File: src/rtl/palindrome_pkg.sv
// Shared types and sizing helpers for the serial palindrome frame generator.
package palindrome_pkg;

  typedef enum logic {
    IDLE = 1'b0,
    SEND = 1'b1
  } state_t;

  localparam int unsigned N_DEFAULT = 5;

  // Seed holds the first half of the frame plus the centre bit.
  function automatic int unsigned seed_width(input int unsigned n);
    return (n + 1) / 2;
  endfunction

  function automatic int unsigned index_width(input int unsigned n);
    return $clog2(n);
  endfunction

endpackage

File: src/rtl/palindrome_frame_counter.sv
// Bit-index counter for one serial frame: exposes the next index and a last-bit flag.
module palindrome_frame_counter
  import palindrome_pkg::*;
#(
  parameter int unsigned N  = N_DEFAULT,
  parameter int unsigned KW = index_width(N)
) (
  input  logic          i_clk,
  input  logic          i_rst,
  input  logic          i_load,
  input  logic          i_run,
  output logic [KW-1:0] o_k_next,
  output logic          o_last
);

  localparam logic [KW-1:0] K_LAST = KW'(N - 1);

  logic [KW-1:0] r_k;

  assign o_last = i_run && (r_k == K_LAST);

  // Index restarts at 0 on a capture, after the last bit, and while idle.
  always_comb begin
    o_k_next = '0;
    if (!i_load && i_run && !o_last) begin
      o_k_next = r_k + KW'(1);
    end
  end

  always_ff @(posedge i_clk or posedge i_rst) begin
    if (i_rst) begin
      r_k <= '0;
    end else begin
      r_k <= o_k_next;
    end
  end

endmodule

File: src/rtl/palindrome_sequence_generator.sv
// Emits an N-bit palindrome serially from an H-bit seed, with back-to-back frame support.
module palindrome_sequence_generator
  import palindrome_pkg::*;
#(
  parameter int unsigned N = N_DEFAULT
) (
  input  logic                       CLK,
  input  logic                       RST,
  input  logic                       START,
  input  logic [seed_width(N)-1:0]   SEED,
  output logic                       OUT,
  output logic                       VALID,
  output logic                       BUSY,
  output logic                       DONE
);

  localparam int unsigned   H      = seed_width(N);
  localparam int unsigned   KW     = index_width(N);
  localparam logic [KW-1:0] K_LAST = KW'(N - 1);

  state_t        r_state;
  state_t        w_state_next;
  logic [H-1:0]  r_s;
  logic [H-1:0]  w_s_next;
  logic          w_capture;
  logic          w_run;
  logic          w_last;
  logic [KW-1:0] w_k_next;
  logic [N-1:0]  w_frame;
  logic          r_out;
  logic          r_valid;
  logic          r_busy;
  logic          r_done;

  assign w_run = (r_state == SEND);

  palindrome_frame_counter #(
    .N  (N),
    .KW (KW)
  ) u_frame_counter (
    .i_clk    (CLK),
    .i_rst    (RST),
    .i_load   (w_capture),
    .i_run    (w_run),
    .o_k_next (w_k_next),
    .o_last   (w_last)
  );

  always_comb begin
    w_state_next = r_state;
    w_capture    = 1'b0;
    unique case (r_state)
      IDLE: begin
        if (START) begin
          w_capture    = 1'b1;
          w_state_next = SEND;
        end
      end
      SEND: begin
        if (w_last) begin
          if (START) begin
            w_capture = 1'b1;
          end else begin
            w_state_next = IDLE;
          end
        end
      end
      default: w_state_next = IDLE;
    endcase
  end

  assign w_s_next = w_capture ? SEED : r_s;

  // Mirrored view of the next seed: frame bit g comes from seed bit SRC.
  for (genvar g = 0; g < N; g++) begin : g_frame
    localparam int unsigned SRC = (g < H) ? (H - 1 - g) : (g - H + 1);
    assign w_frame[g] = w_s_next[SRC];
  end

  always_ff @(posedge CLK or posedge RST) begin
    if (RST) begin
      r_state <= IDLE;
    end else begin
      r_state <= w_state_next;
    end
  end

  // Outputs are registered from next-state values so bit k appears while the counter holds k.
  always_ff @(posedge CLK or posedge RST) begin
    if (RST) begin
      r_s     <= '0;
      r_out   <= 1'b0;
      r_valid <= 1'b0;
      r_busy  <= 1'b0;
      r_done  <= 1'b0;
    end else begin
      r_s     <= w_s_next;
      r_out   <= (w_state_next == SEND) && w_frame[w_k_next];
      r_valid <= (w_state_next == SEND);
      r_busy  <= (w_state_next == SEND);
      r_done  <= (w_state_next == SEND) && (w_k_next == K_LAST);
    end
  end

  assign OUT   = r_out;
  assign VALID = r_valid;
  assign BUSY  = r_busy;
  assign DONE  = r_done;

endmodule

File: config.mk
export PLATFORM = sky130hd
export DESIGN_NAME = palindrome_sequence_generator
export DESIGN_NICKNAME = d
export VERILOG_FILES = /design/src/rtl/palindrome_pkg.sv /design/src/rtl/palindrome_frame_counter.sv /design/src/rtl/palindrome_sequence_generator.sv
export SDC_FILE = /design/constraint.sdc
export NUM_CORES = 1
export LEC_CHECK = 0
export ABC_AREA = 1
export BUFFER_PORTS_ARGS = -buffer_cell sky130_fd_sc_hd__buf_2
export CAP_MARGIN = 5
export CORE_AREA = 2 2 39 41
export DETAILED_ROUTE_END_ITERATION = 16
export DIE_AREA = 0 0 41 43
export SYNTH_ARGS = -nofsm -noshare
export SYNTH_HDL_FRONTEND = slang
export SYNTH_SLANG_ARGS = --single-unit
File: constraint.sdc
create_clock -name CLK -period 1.4 [get_ports CLK]
set_input_delay 0.35 -clock CLK [delete_from_list [all_inputs] [get_ports CLK]]
set_output_delay 0.35 -clock CLK [all_outputs]
set_load 0.01 [all_outputs]
# After elaboration in Yosys (flattened, before gate mapping)
# Cells that the tools add are included.
[totals]
n_memories = 0
latch_bits = 0
input_bits = 6
register_bits = 9
rom_bits = 0
wordCells = 26
ram_bits = 0
[classes]
add_sub_neg = 1
eq_ne = 2
reduce_logical = 7
n_mul = 0
bitwise_logic = 1
n_mux = 9
n_div = 0
magnitude_cmp = 1
n_shift = 0
[ops]
columns = ["operator", "n"]
rows = [
  ["equality test 3 bit (second input constant)", 2],
  ["2-to-1 mux 3 bit", 2],
  ["logical AND 1 bit", 5],
  ["< comparator 3 x 4 -> 1 bit (second input constant)", 1],
  ["2-to-1 mux 1 bit", 4],
  ["case mux 1 bit (2 select lines)", 2],
  ["adder 3 x 1 -> 3 bit (second input constant)", 1],
  ["binary-select mux 1 bit (select 3 bit)", 1],
  ["zero test 1 bit", 2],
  ["inverter 1 bit", 1],
]

# Logic depth before layout (Yosys ltp)
# Gate-level depths: netlist of the first run.
[depth]
depth_word = 11
depth_mapped = 11
mapped_depth_nobuf = 11

# Cells and area by module
# A second synthesis of the first run with hierarchy kept.
[hier_totals]
hier_cells = 58
hier_area_um2 = 479.2
[by_module_without_submodules]
columns = ["mod", "n_inst", "cells_per_inst", "area_per_inst_um2"]
rows = [
  ["palindrome_sequence_generator", 1, 36, 310.3],
  ["palindrome_frame_counter", 1, 22, 168.9],
]

# Worst setup path after synthesis of the first run
# Ideal clock, no wire load.
[synth_path]
kind = "flip-flop to flip-flop"
startpoint = "register u_frame_counter.r_k[0]"
endpoint = "register r_out (netlist: OUT)"
stages_incl_launch_ff = 12
path_buffers = 0
t_arrival_ns = 1.206
setup_ns = 0.116
t_required_ns = 1.284
path_slack_ns = 0.078
cell_sequence = "dfrtp_1 -> inv_1 -> ha_1 -> nand2_2 -> nand2_4 -> nand2_2 -> nand2_1 -> nand3_1 -> nand2_1 -> inv_1 -> nand2_1 -> nand2_1"
[synth_between]
elab_chain_len = 11
elab_cells_between_ends = 16
classes_between = "1 x add/sub; 1 x eq/ne; 8 x mux; 6 x reduce/logical"
[synth_lines]
columns = ["item", "line", "source"]
rows = [
  ["start, declared", "palindrome_frame_counter.sv:18", "logic [KW-1:0] r_k;"],
  ["start signal, assigned", "palindrome_frame_counter.sv:34", "r_k <= o_k_next;"],
  ["equality test 3 bit", "palindrome_frame_counter.sv:20", "assign o_last = i_run && (r_k == K_LAST);"],
  ["logical AND 1 bit", "palindrome_frame_counter.sv:20", ""],
  ["2-to-1 mux 1 bit", "palindrome_sequence_generator.sv:60", "if (w_last) begin"],
  ["case mux 1 bit (2 select lines)", "palindrome_sequence_generator.sv:52", "unique case (r_state)"],
  ["zero test 1 bit", "palindrome_frame_counter.sv:25", "if (!i_load && i_run && !o_last) begin"],
  ["logical AND 1 bit (2 in a row)", "palindrome_frame_counter.sv:25", ""],
  ["2-to-1 mux 3 bit", "palindrome_frame_counter.sv:25", ""],
  ["binary-select mux 1 bit (select 3 bit)", "palindrome_sequence_generator.sv:98", "r_out <= (w_state_next == SEND) && w_frame[w_k_next];"],
  ["2-to-1 mux 1 bit (implied by the code)", "palindrome_sequence_generator.sv:98", ""],
  ["logical AND 1 bit *", "palindrome_sequence_generator.sv:98", ""],
  ["end signal, assigned", "palindrome_sequence_generator.sv:98", ""],
  ["end, declared", "palindrome_sequence_generator.sv:30", "logic r_out;"],
]
# Mark *: on every way between the ends. The rest lies on a longest branch, timed or not. The select of a mux whose other input is x is not followed.

# Final worst setup path of the first run
[layout_path]
startpoint = "register u_frame_counter.r_k[0]"
endpoint = "register r_out (netlist: OUT)"
[layout_between]
elab_cells_between_ends = 16
classes_between = "1 x add/sub; 1 x eq/ne; 8 x mux; 6 x reduce/logical"
[layout_lines]
columns = ["item", "line", "source"]
rows = [
  ["equality test 3 bit", "palindrome_frame_counter.sv:20", ""],
  ["logical AND 1 bit", "palindrome_frame_counter.sv:20", ""],
  ["2-to-1 mux 1 bit", "palindrome_sequence_generator.sv:60", ""],
  ["case mux 1 bit (2 select lines)", "palindrome_sequence_generator.sv:52", ""],
  ["2-to-1 mux 3 bit", "palindrome_sequence_generator.sv:72", "assign w_s_next = w_capture ? SEED : r_s;"],
  ["via w_s_next[2]", "palindrome_sequence_generator.sv:24", "logic [H-1:0] w_s_next;"],
  ["binary-select mux 1 bit (select 3 bit)", "palindrome_sequence_generator.sv:98", ""],
  ["2-to-1 mux 1 bit (implied by the code)", "palindrome_sequence_generator.sv:98", ""],
  ["logical AND 1 bit", "palindrome_sequence_generator.sv:98", ""],
]
# The timed path passes the listed nets, and every way through them passes these cells. The select of a mux whose other input is x is not followed.

==> results of run 1 <==
[power by group through the flow]
stage               sequential, mW  clock [mW]  combinational, mW
detailed placement           0.439           0              0.747
CTS                          0.428       0.203              0.816
floorplan                    0.450           0              0.582
finish                       0.448       0.194              0.983
global route                 0.458       0.220               1.11
global placement             0.433           0              0.741
[routing by layer]
metal	global-route usage	vias up	share of wire
li1	-	197	-
met2	0.159	9	0.53
met1	0.142	167	0.41
met3	0.0314	2	0.036
met5	0	-	0
met4	0.0600	0	0.022
[metrics by stage]
step | area (um^2) | TNS [ns]
after floorplan | 489 | 0
after global placement | 554 | 0
after detailed placement | 554 | 0
after CTS | 601 | 0
after global routing | 666 | -0.0164
final | 666 | 0
[final cells by class]
class                           instances  area (um^2)
Fill cell                             133          718
Multi-Input combinational cell         31          259
Sequential cell                         9          225
Timing Repair Buffer                   13         78.8
Inverter                               15         56.3
Clock buffer                            4         26.3
Tap cell                               16         20.0
[layout by cell type, fill, tap and decap left out]
master	n
inv_1	11
dfrtp_1	9
buf_2	9
nand2_1	8
nand3_1	5
inv_2	4
nor2_4	3
nand2_2	3
clkbuf_4	3
buf_4	3
nand2_4	2
nand3_2	2
nor2_1	2
ha_4	2
nand2_8	1
a21oi_4	1
and2_4	1
and2_1	1
clkbuf_1	1
buf_6	1
[cell families (layout without fill, tap and decap cells)]
kind of cell               count (synthesis)  count (layout)  share of synthesized area
DFF                                        9               9                      0.460
buffers and inverters                     16              32                      0.130
adders and majority gates                  2               2                     0.0511
and+or+nand+nor                           28              28                      0.325
AOI/OAI and AO/OA                          1               1                     0.0333
[worst max-delay path by stage]
stage                                start  endpoint  slack, ns  cells past startpoint
global route        u_frame_counter.r_k[0]       OUT      -0.02                     11
floorplan           u_frame_counter.r_k[0]       OUT       0.08                     11
finish              u_frame_counter.r_k[0]       OUT       0.08                      9
global placement    u_frame_counter.r_k[0]       OUT       0.03                     11
CTS                 u_frame_counter.r_k[0]       OUT      0.009                     11
detailed placement  u_frame_counter.r_k[0]       OUT       0.01                     10
[worst register-to-register path: cells and delay by family (launching register included)]
kind / cells / cell delay [ns]
and+or+nand+nor: 7 / 0.58
buffers and inverters: 1 / 0.07
adders and majority gates: 1 / 0.17
DFF: 1 / 0.39
[what timing repair did]
action | in CTS | in global routing
setup endpoints to repair | 1 | 1
resized for setup | 1 | 13
pin swaps | 1 | 3
setup buffers | 2 | 1
[flip-flops by register name, indices dropped and copies added (netlist names)]
| name | cells |
|---|---|
| OUT | 1 |
| r_s | 3 |
| DONE | 1 |
| BUSY | 1 |
| u_frame_counter.r_k | 3 |
==> flow_metrics.env, run 1 <==
export IMPL_synth_common_cells="13 x inv_1, 10 x nand2_1, 9 x dfrtp_1, 6 x nand3_1, 3 x nand2_2"
export IMPL_setup_viol_count_final=0
export IMPL_hold_slack_ns=0.0386
export IMPL_boundaryPins=10
export IMPL_maxCapViolCount=0
export IMPL_area_growth_pct=36.1
export IMPL_arrival_ns=1.47
export IMPL_ys_types=16
export IMPL_place_ws_ns=0.0116
export IMPL_fp_dieH_um=43
export IMPL_worstMarginPinSlew_ns=0.329
export IMPL_required_ns=1.55
export IMPL_cts_tree="yes"
export IMPL_cts_sinks=9
export IMPL_ctsLongestPathBuffers=2
export IMPL_powerDensity_nw_per_um2=2440
export IMPL_yosys_warnings=0
export IMPL_drive_above_1_share=0.486
export IMPL_post_drt_wl_per_cell_um=9.66
export IMPL_cp_end_kind="flop"
export IMPL_power_frac_comb=0.605
export IMPL_drc=0
export IMPL_synth_edf_count=0
export IMPL_grt_antenna_before_repair=0
export IMPL_hpwl_um=587
export IMPL_p_int_uw=928
export IMPL_vias=375
export IMPL_irDropWorstVdd_uv=982
export IMPL_fin_crit_ns=1.32
export IMPL_p_leak_nw=0.351
export IMPL_first_global_vias=322
export IMPL_cp_common_cell="nand2_1"
export IMPL_ys_flop_type="dfrtp_1"
export IMPL_drt_first_pass_iters=1
export IMPL_crit_family="simple AND/OR/NAND/NOR gates"
export IMPL_root_buffer="clkbuf_4"
export IMPL_reg2reg_slack_ns=0.08
export IMPL_critPathMaxFanout=8
export IMPL_die_w_um=41
export IMPL_power_mw=1.63
export IMPL_power_switching_uw=697
export IMPL_io_buffers=9
export IMPL_fin_util=0.481
export IMPL_synth_most_common_cell="inv_1"
export IMPL_fin_crit_sh=0.944
export IMPL_synth_cells=56
export IMPL_grt_pass1_wl_um=1270
export IMPL_critPathSlowestCell="dfrtp_1"
export IMPL_p_sw_frac=0.429
export IMPL_r2r_end="OUT"
export IMPL_cts_buffers=3
export IMPL_crit_type="reg -> reg"
export IMPL_path_cells="inv_2 > ha_4 > nand2_4 > nand2_8 > nand2_4 > nand2_1 > and2_4 > nand2_1 > nand2_1"
export IMPL_clock_latency_ns=0.25
export IMPL_cts_hold_buf=0
export IMPL_avgViaCountPerCell=4.26
export IMPL_timing_critical_path_buf_inv=1
export IMPL_seqPwrFrac=0.276
export IMPL_dr_first_iter_drc_count=0
export IMPL_antennaDiodeCount=0
export IMPL_cts_htree_levels=1
export IMPL_clk_pin_slew_ns=0.06
export IMPL_final_instance_count_excl_fill=88
export IMPL_die_area_um2=1760
export IMPL_synth_nets=64
export IMPL_start_util=0.354
export IMPL_fmax_mhz=756
export IMPL_ys_top_cells_by_area="dfrtp_1 46%, inv_1 10%, nand2_1 7.7%"
export IMPL_yosysTopAreaCell="dfrtp_1"
export IMPL_rr_startpoint="u_frame_counter.r_k[0]"
export IMPL_grt_ovfl_total=0
export IMPL_fp_row_count=14
export IMPL_rsz0062_at_grt="true"
export IMPL_synth_seq_cells=9
export IMPL_hold_path_class="in -> async"
export IMPL_synthArstFlopShare=1.00
export IMPL_hold_violations=0
export IMPL_synth_seq_area_share=0.460
export IMPL_maxSlewViolCount=0
export IMPL_fin_skew_ns=0.000352
export IMPL_synth_top_area_share=0.460
export IMPL_fin_ws_ns=0.0780
export IMPL_core_um2=1380
export IMPL_final_antenna_net_count=0
export IMPL_reg2reg_depth=9
export IMPL_track_usage=0.110
export IMPL_wl_um=850
export IMPL_fin_nets=81
export IMPL_synth_area_per_cell_um2=8.74
export IMPL_synthesis_area_um2=489
export IMPL_cp_start_kind="flop"
export IMPL_grt_max_degree=10
export IMPL_gp_congestion=0.763
export IMPL_slowest_delay_ns=0.39
export IMPL_slew_headroom=0.781
export IMPL_outcome="finished clean"
export IMPL_pwr_share_clk=0.120
export IMPL_dp_cells=81
No activity file was read; power rests on OpenSTA's default activity.
==> run 2, diff against run 1 <==
Settings changed: SETUP_SLACK_MARGIN from default to 0.5.
==> run 2 against run 1 <==
  * Combinational power is 0.6% higher
  * Hold slack got worse by 0.0040 ns
  * Global-route usage grew 2.1 points
  * Fmax grew 1.2%
  * Wire length shrank 0.82%
  * Sequential share of layout area down 0.066 points
==> flow_metrics.env, run 2 (synthesized netlist as in run 1, its figures left out) <==
export IMPL_io_buffers=9
export IMPL_slew_headroom=0.776
export IMPL_slowest_delay_ns=0.38
export IMPL_powerDensity_nw_per_um2=2430
export IMPL_grt_antenna_before_repair=0
export IMPL_fmax_mhz=766
export IMPL_crit_type="reg -> reg"
export IMPL_setup_viol_count_final=0
export IMPL_power_mw=1.63
export IMPL_ctsLongestPathBuffers=2
export IMPL_vias=378
export IMPL_timing_critical_path_buf_inv=2
export IMPL_reg2reg_depth=10
export IMPL_maxSlewViolCount=0
export IMPL_cp_depth=10
export IMPL_grt_pass1_wl_um=1430
export IMPL_cts_sinks=9
export IMPL_cts_tree="yes"
export IMPL_cp_end_kind="flop"
export IMPL_die_area_um2=1760
export IMPL_fp_row_count=14
export IMPL_drc=0
export IMPL_cts_htree_levels=1
export IMPL_grt_max_degree=10
export IMPL_drt_first_pass_iters=3
export IMPL_gp_congestion=0.722
export IMPL_fin_ws_ns=0.0943
export IMPL_crit_family="simple AND/OR/NAND/NOR gates"
export IMPL_outcome="finished clean"
export IMPL_worstMarginPinSlew_ns=0.335
export IMPL_dr_first_iter_drc_count=8
export IMPL_antennaDiodeCount=0
export IMPL_path_cells="inv_2 > ha_4 > nand2_4 > nand2_8 > nor2_4 > inv_2 > nand3_2 > nand3_2 > nand2_1 > nand2_1"
export IMPL_boundaryPins=10
export IMPL_final_cell_mix="11 x inv_1, 8 x dfrtp_1, 8 x nand2_1"
export IMPL_hold_violations=0
export IMPL_maxCapViolCount=0
export IMPL_fin_crit_ns=1.31
export IMPL_final_antenna_net_count=0
export IMPL_clk_pin_slew_ns=0.06
export IMPL_arrival_ns=1.46
export IMPL_cts_buffers=3
export IMPL_post_drt_wl_per_cell_um=9.58
export IMPL_irDropWorstVdd_uv=928
export IMPL_fin_crit_sh=0.933
export IMPL_first_global_vias=358
export IMPL_layout_commonest_cell="inv_1"
export IMPL_place_ws_ns=0.0497
export IMPL_root_buffer="clkbuf_4"
export IMPL_clock_latency_ns=0.26
export IMPL_grt_ovfl_total=0
export IMPL_required_ns=1.56
export IMPL_critPathSlowestCell="dfrtp_1"
export IMPL_start_util=0.354
export IMPL_wl_um=843
export IMPL_fin_skew_ns=0.00177
export IMPL_rsz0062_at_grt="true"
export IMPL_avgViaCountPerCell=4.30
export IMPL_core_um2=1380
export IMPL_fin_nets=81
export IMPL_fp_dieH_um=43
export IMPL_area_growth_pct=37.1
export IMPL_critPathMaxFanout=8
export IMPL_drive_above_1_share=0.514
export IMPL_cts_hold_buf=0
export IMPL_hold_path_class="in -> async"
export IMPL_cp_start_kind="flop"
export IMPL_p_leak_nw=0.358
export IMPL_hpwl_um=581
export IMPL_track_usage=0.131
export IMPL_die_w_um=41
export IMPL_top_regs="r_s: 3 flops, u_frame_counter.r_k: 3 flops"
## run 2: final cells by class
cell class              count  area, um^2
clock buffers               4        26.3
inverters                  15        56.3
fillers                   137         713
well taps                  16        20.0
multi-input cells          31         254
repair buffers             13        87.6
flip-flops and latches      9         226
## run 2: per-stage QoR
| step | util | hold WS, ns | area [um^2] | TNS (ns) | instances |
|---|---|---|---|---|---|
| global placement | 0.412 | 0.327 | 571 | 0 | 81 |
| detailed placement | 0.412 | 0.327 | 571 | 0 | 81 |
| floorplan | - | 0.178 | 509 | 0 | 56 |
| finish | 0.485 | 0.0345 | 671 | 0 | 88 |
| global route | 0.485 | 0.0634 | 671 | -0.0133 | 88 |
| CTS | 0.477 | 0.0430 | 661 | 0 | 88 |
## run 2: final timing paths
| check | slack [ns] | startpoint | end |
|---|---|---|---|
| setup / recovery | 0.09 | u_frame_counter.r_k[0] | OUT |
| hold / removal | 0.03 | RST | OUT |
| setup reg to reg | 0.09 | u_frame_counter.r_k[0] | OUT |
| hold reg to reg | 0.48 | r_s[1] | r_s[1] |
| max in group asynchronous | 1.10 | RST | BUSY |
| min in group CLK | 0.36 | SEED[1] | r_s[1] |
## run 2: worst reg2reg max path: cells and delay by family (launching register included)
| kind | cells | cell delay, ns |
|---|---|---|
| adders and majority gates | 1 | 0.16 |
| buffers and inverters | 2 | 0.12 |
| and+or+nand+nor | 7 | 0.54 |
| DFF | 1 | 0.38 |
## run 2: power by group
part           total [mW]  internal (mW)  switching, mW
logic               0.989          0.440          0.550
clock network       0.200          0.110         0.0904
registers           0.440          0.380         0.0595
total                1.63          0.929          0.700
## run 2: what timing repair did
action | CTS | global route
setup buffers | 3 | 0
hold endpoints to repair | 0 | 0
gates resized for setup | 9 | 2
setup endpoints to repair | 13 | 13
pin swaps | 5 | 8
## run 2: routing by layer
layer  wire length (um)  part of all wire  vias up  global-route usage
li1                   -                 -      193                   -
met1                335              0.40      170               0.146
met2                426              0.51       11               0.172
met5                  0                 0        -                   0
met3                 56             0.066        4              0.0785
met4                 25             0.030        0               0.100
==> run 3, diff against run 2 <==
Clock period 1.4 ns to 1.1 ns, I/O delays scaled along.
==> run 3 against run 2 <==
  * The flow now finishes with violations (hold timing, setup timing)
  * Global-route usage grew 2.0 points
  * Clock power grew 30%
  * Sequential power grew 32%
  * Via count grew 5.3%
  * Total power grew 40%
  * Utilization grew 2.1 points
  * Critical path depth is the same
  * Worst setup slack lost 0.31 ns
  * Combinational power grew 46%
  * First-iteration DRC count shrank 50%
  * Flip-flop and latch count is the same
  * Critical endpoint unchanged
  * Largest cell class unchanged
  * Largest power group unchanged
==> flow_metrics.env, run 3 (synthesized netlist as in run 1, its figures left out) <==
export IMPL_violations="hold timing, setup timing"
export IMPL_antennaDiodeCount=0
export IMPL_area_growth_pct=43.0
export IMPL_track_usage=0.151
export IMPL_drt_first_pass_iters=2
export IMPL_rsz0062_at_grt="true"
export IMPL_path_cells="inv_2 > ha_4 > nand2_4 > nand2_8 > nor2_4 > nand3_2 > nand2_2 > inv_1 > nand2_1 > nand2_1"
export IMPL_avgViaCountPerCell=4.33
export IMPL_slew_headroom=0.767
export IMPL_hold_path_class="in -> async"
export IMPL_fin_ws_ns=-0.218
export IMPL_p_sw_frac=0.424
export IMPL_place_area_um2=593
export IMPL_grt_antenna_before_repair=0
export IMPL_fin_skew_ns=0.000770
export IMPL_dr_first_iter_drc_count=4
export IMPL_drc=0
export IMPL_required_ns=1.25
export IMPL_post_drt_wl_per_cell_um=10.6
export IMPL_critPathSlowestCell="dfrtp_1"
export IMPL_fp_row_count=14
export IMPL_die_area_um2=1760
export IMPL_hold_violations=9
export IMPL_final_antenna_net_count=0
export IMPL_stdcell_area_um2=699
export IMPL_hold_slack_ns=-0.0379
export IMPL_top_regs="r_s: 3 flops, u_frame_counter.r_k: 3 flops"
export IMPL_core_um2=1380
export IMPL_layout_commonest_cell="inv_1"
export IMPL_fin_crit_ns=1.32
export IMPL_vias=398
export IMPL_p_leak_nw=0.373
export IMPL_p_int_mw=1.32
export IMPL_power_frac_comb=0.632
export IMPL_slowest_delay_ns=0.40
export IMPL_outcome="finished, violations left"
export IMPL_grt_ovfl_total=0
export IMPL_grt_max_degree=10
export IMPL_io_buffers=9
export IMPL_cp_start_kind="flop"
export IMPL_fp_dieH_um=43
export IMPL_arrival_ns=1.47
export IMPL_clock_latency_ns=0.26
export IMPL_power_switching_uw=967
export IMPL_crit_family="simple AND/OR/NAND/NOR gates"
export IMPL_fin_nets=85
export IMPL_pwr_share_clk=0.113
export IMPL_cts_tree="yes"
export IMPL_cts_buffers=3
export IMPL_powerDensity_nw_per_um2=3260
export IMPL_wl_um=977
export IMPL_cp_end_kind="flop"
export IMPL_worstMarginPinSlew_ns=0.349
export IMPL_fin_crit_sh=1.20
export IMPL_gp_congestion=0.774
export IMPL_fmax_mhz=759
export IMPL_grt_pass1_wl_um=1670
export IMPL_critPathMaxFanout=8
export IMPL_power_mw=2.28
export IMPL_first_global_vias=407
export IMPL_place_ws_ns=-0.261
export IMPL_die_w_um=41
export IMPL_maxCapViolCount=0
export IMPL_ctsLongestPathBuffers=2
export IMPL_setup_viol_count_final=10
export IMPL_cts_sinks=9
export IMPL_cts_htree_levels=1
export IMPL_boundaryPins=10
export IMPL_cp_common_cell="nand2_1"
export IMPL_clk_pin_slew_ns=0.06
export IMPL_hpwl_um=669
export IMPL_final_cell_mix="10 x inv_1, 9 x buf_2, 8 x dfrtp_1, 8 x nand2_1, 7 x buf_4"
export IMPL_maxSlewViolCount=0
export IMPL_irDropWorstVdd_uv=1260
export IMPL_crit_type="reg -> reg"
export IMPL_start_util=0.354
export IMPL_drive_above_1_share=0.579
export IMPL_timing_critical_path_buf_inv=2
export IMPL_root_buffer="clkbuf_4"
export IMPL_seqPwrFrac=0.255
==> run 3: repair_timing <==
action,4_1_cts,5_1_grt
pin swaps,8,8
setup buffers,2,2
resized for setup,9,4
endpoints found under the setup margin,13,13
hold endpoints to repair,9,9
==> run 3: routing by layer <==
layer  vias to the layer above  track usage  part of all wire
met3                         4       0.0314             0.039
li1                        204            -                 -
met4                         0        0.140             0.032
met2                        10        0.225              0.52
met1                       180        0.164              0.41
met5                         -            0                 0
==> run 3: final timing paths <==
path                                              from      to  slack [ns]  depth (start not counted)
worst max-delay path            u_frame_counter.r_k[0]     OUT       -0.22                         10
worst min-delay path                               RST     OUT       -0.04                          2
worst max register to register  u_frame_counter.r_k[0]     OUT       -0.22                         10
worst min register to register                  r_s[0]  r_s[0]        0.57                          3
max in group asynchronous                          RST    BUSY        0.86                          2
min in group CLK                               SEED[1]  r_s[1]        0.31                          3
==> run 3: through the flow <==
step	utilization	TNS, ns	instances	hold WS [ns]
after detailed placement	0.429	-0.677	84	0.257
after CTS	0.485	-0.899	90	-0.0338
after floorplan	-	-0.320	56	0.103
final	0.505	-0.902	92	-0.0379
after global routing	0.505	-1.41	92	-0.0189
after global placement	0.429	-0.554	84	0.251
==> run 3: cell type report <==
class,count,area (um^2)
well taps,16,20.0
repair buffers,17,109
fillers,140,684
inverters,15,56.3
multi-input cells,31,262
flip-flops and latches,9,226
clock buffers,4,26.3
==> run 3: power groups by stage <==
stage	Combinational, mW	Sequential, mW	Clock, mW
after global placement	1.05	0.558	0
after CTS	1.28	0.583	0.276
final	1.44	0.583	0.259
after floorplan	0.776	0.580	0
after detailed placement	1.07	0.566	0
after global routing	1.60	0.603	0.287
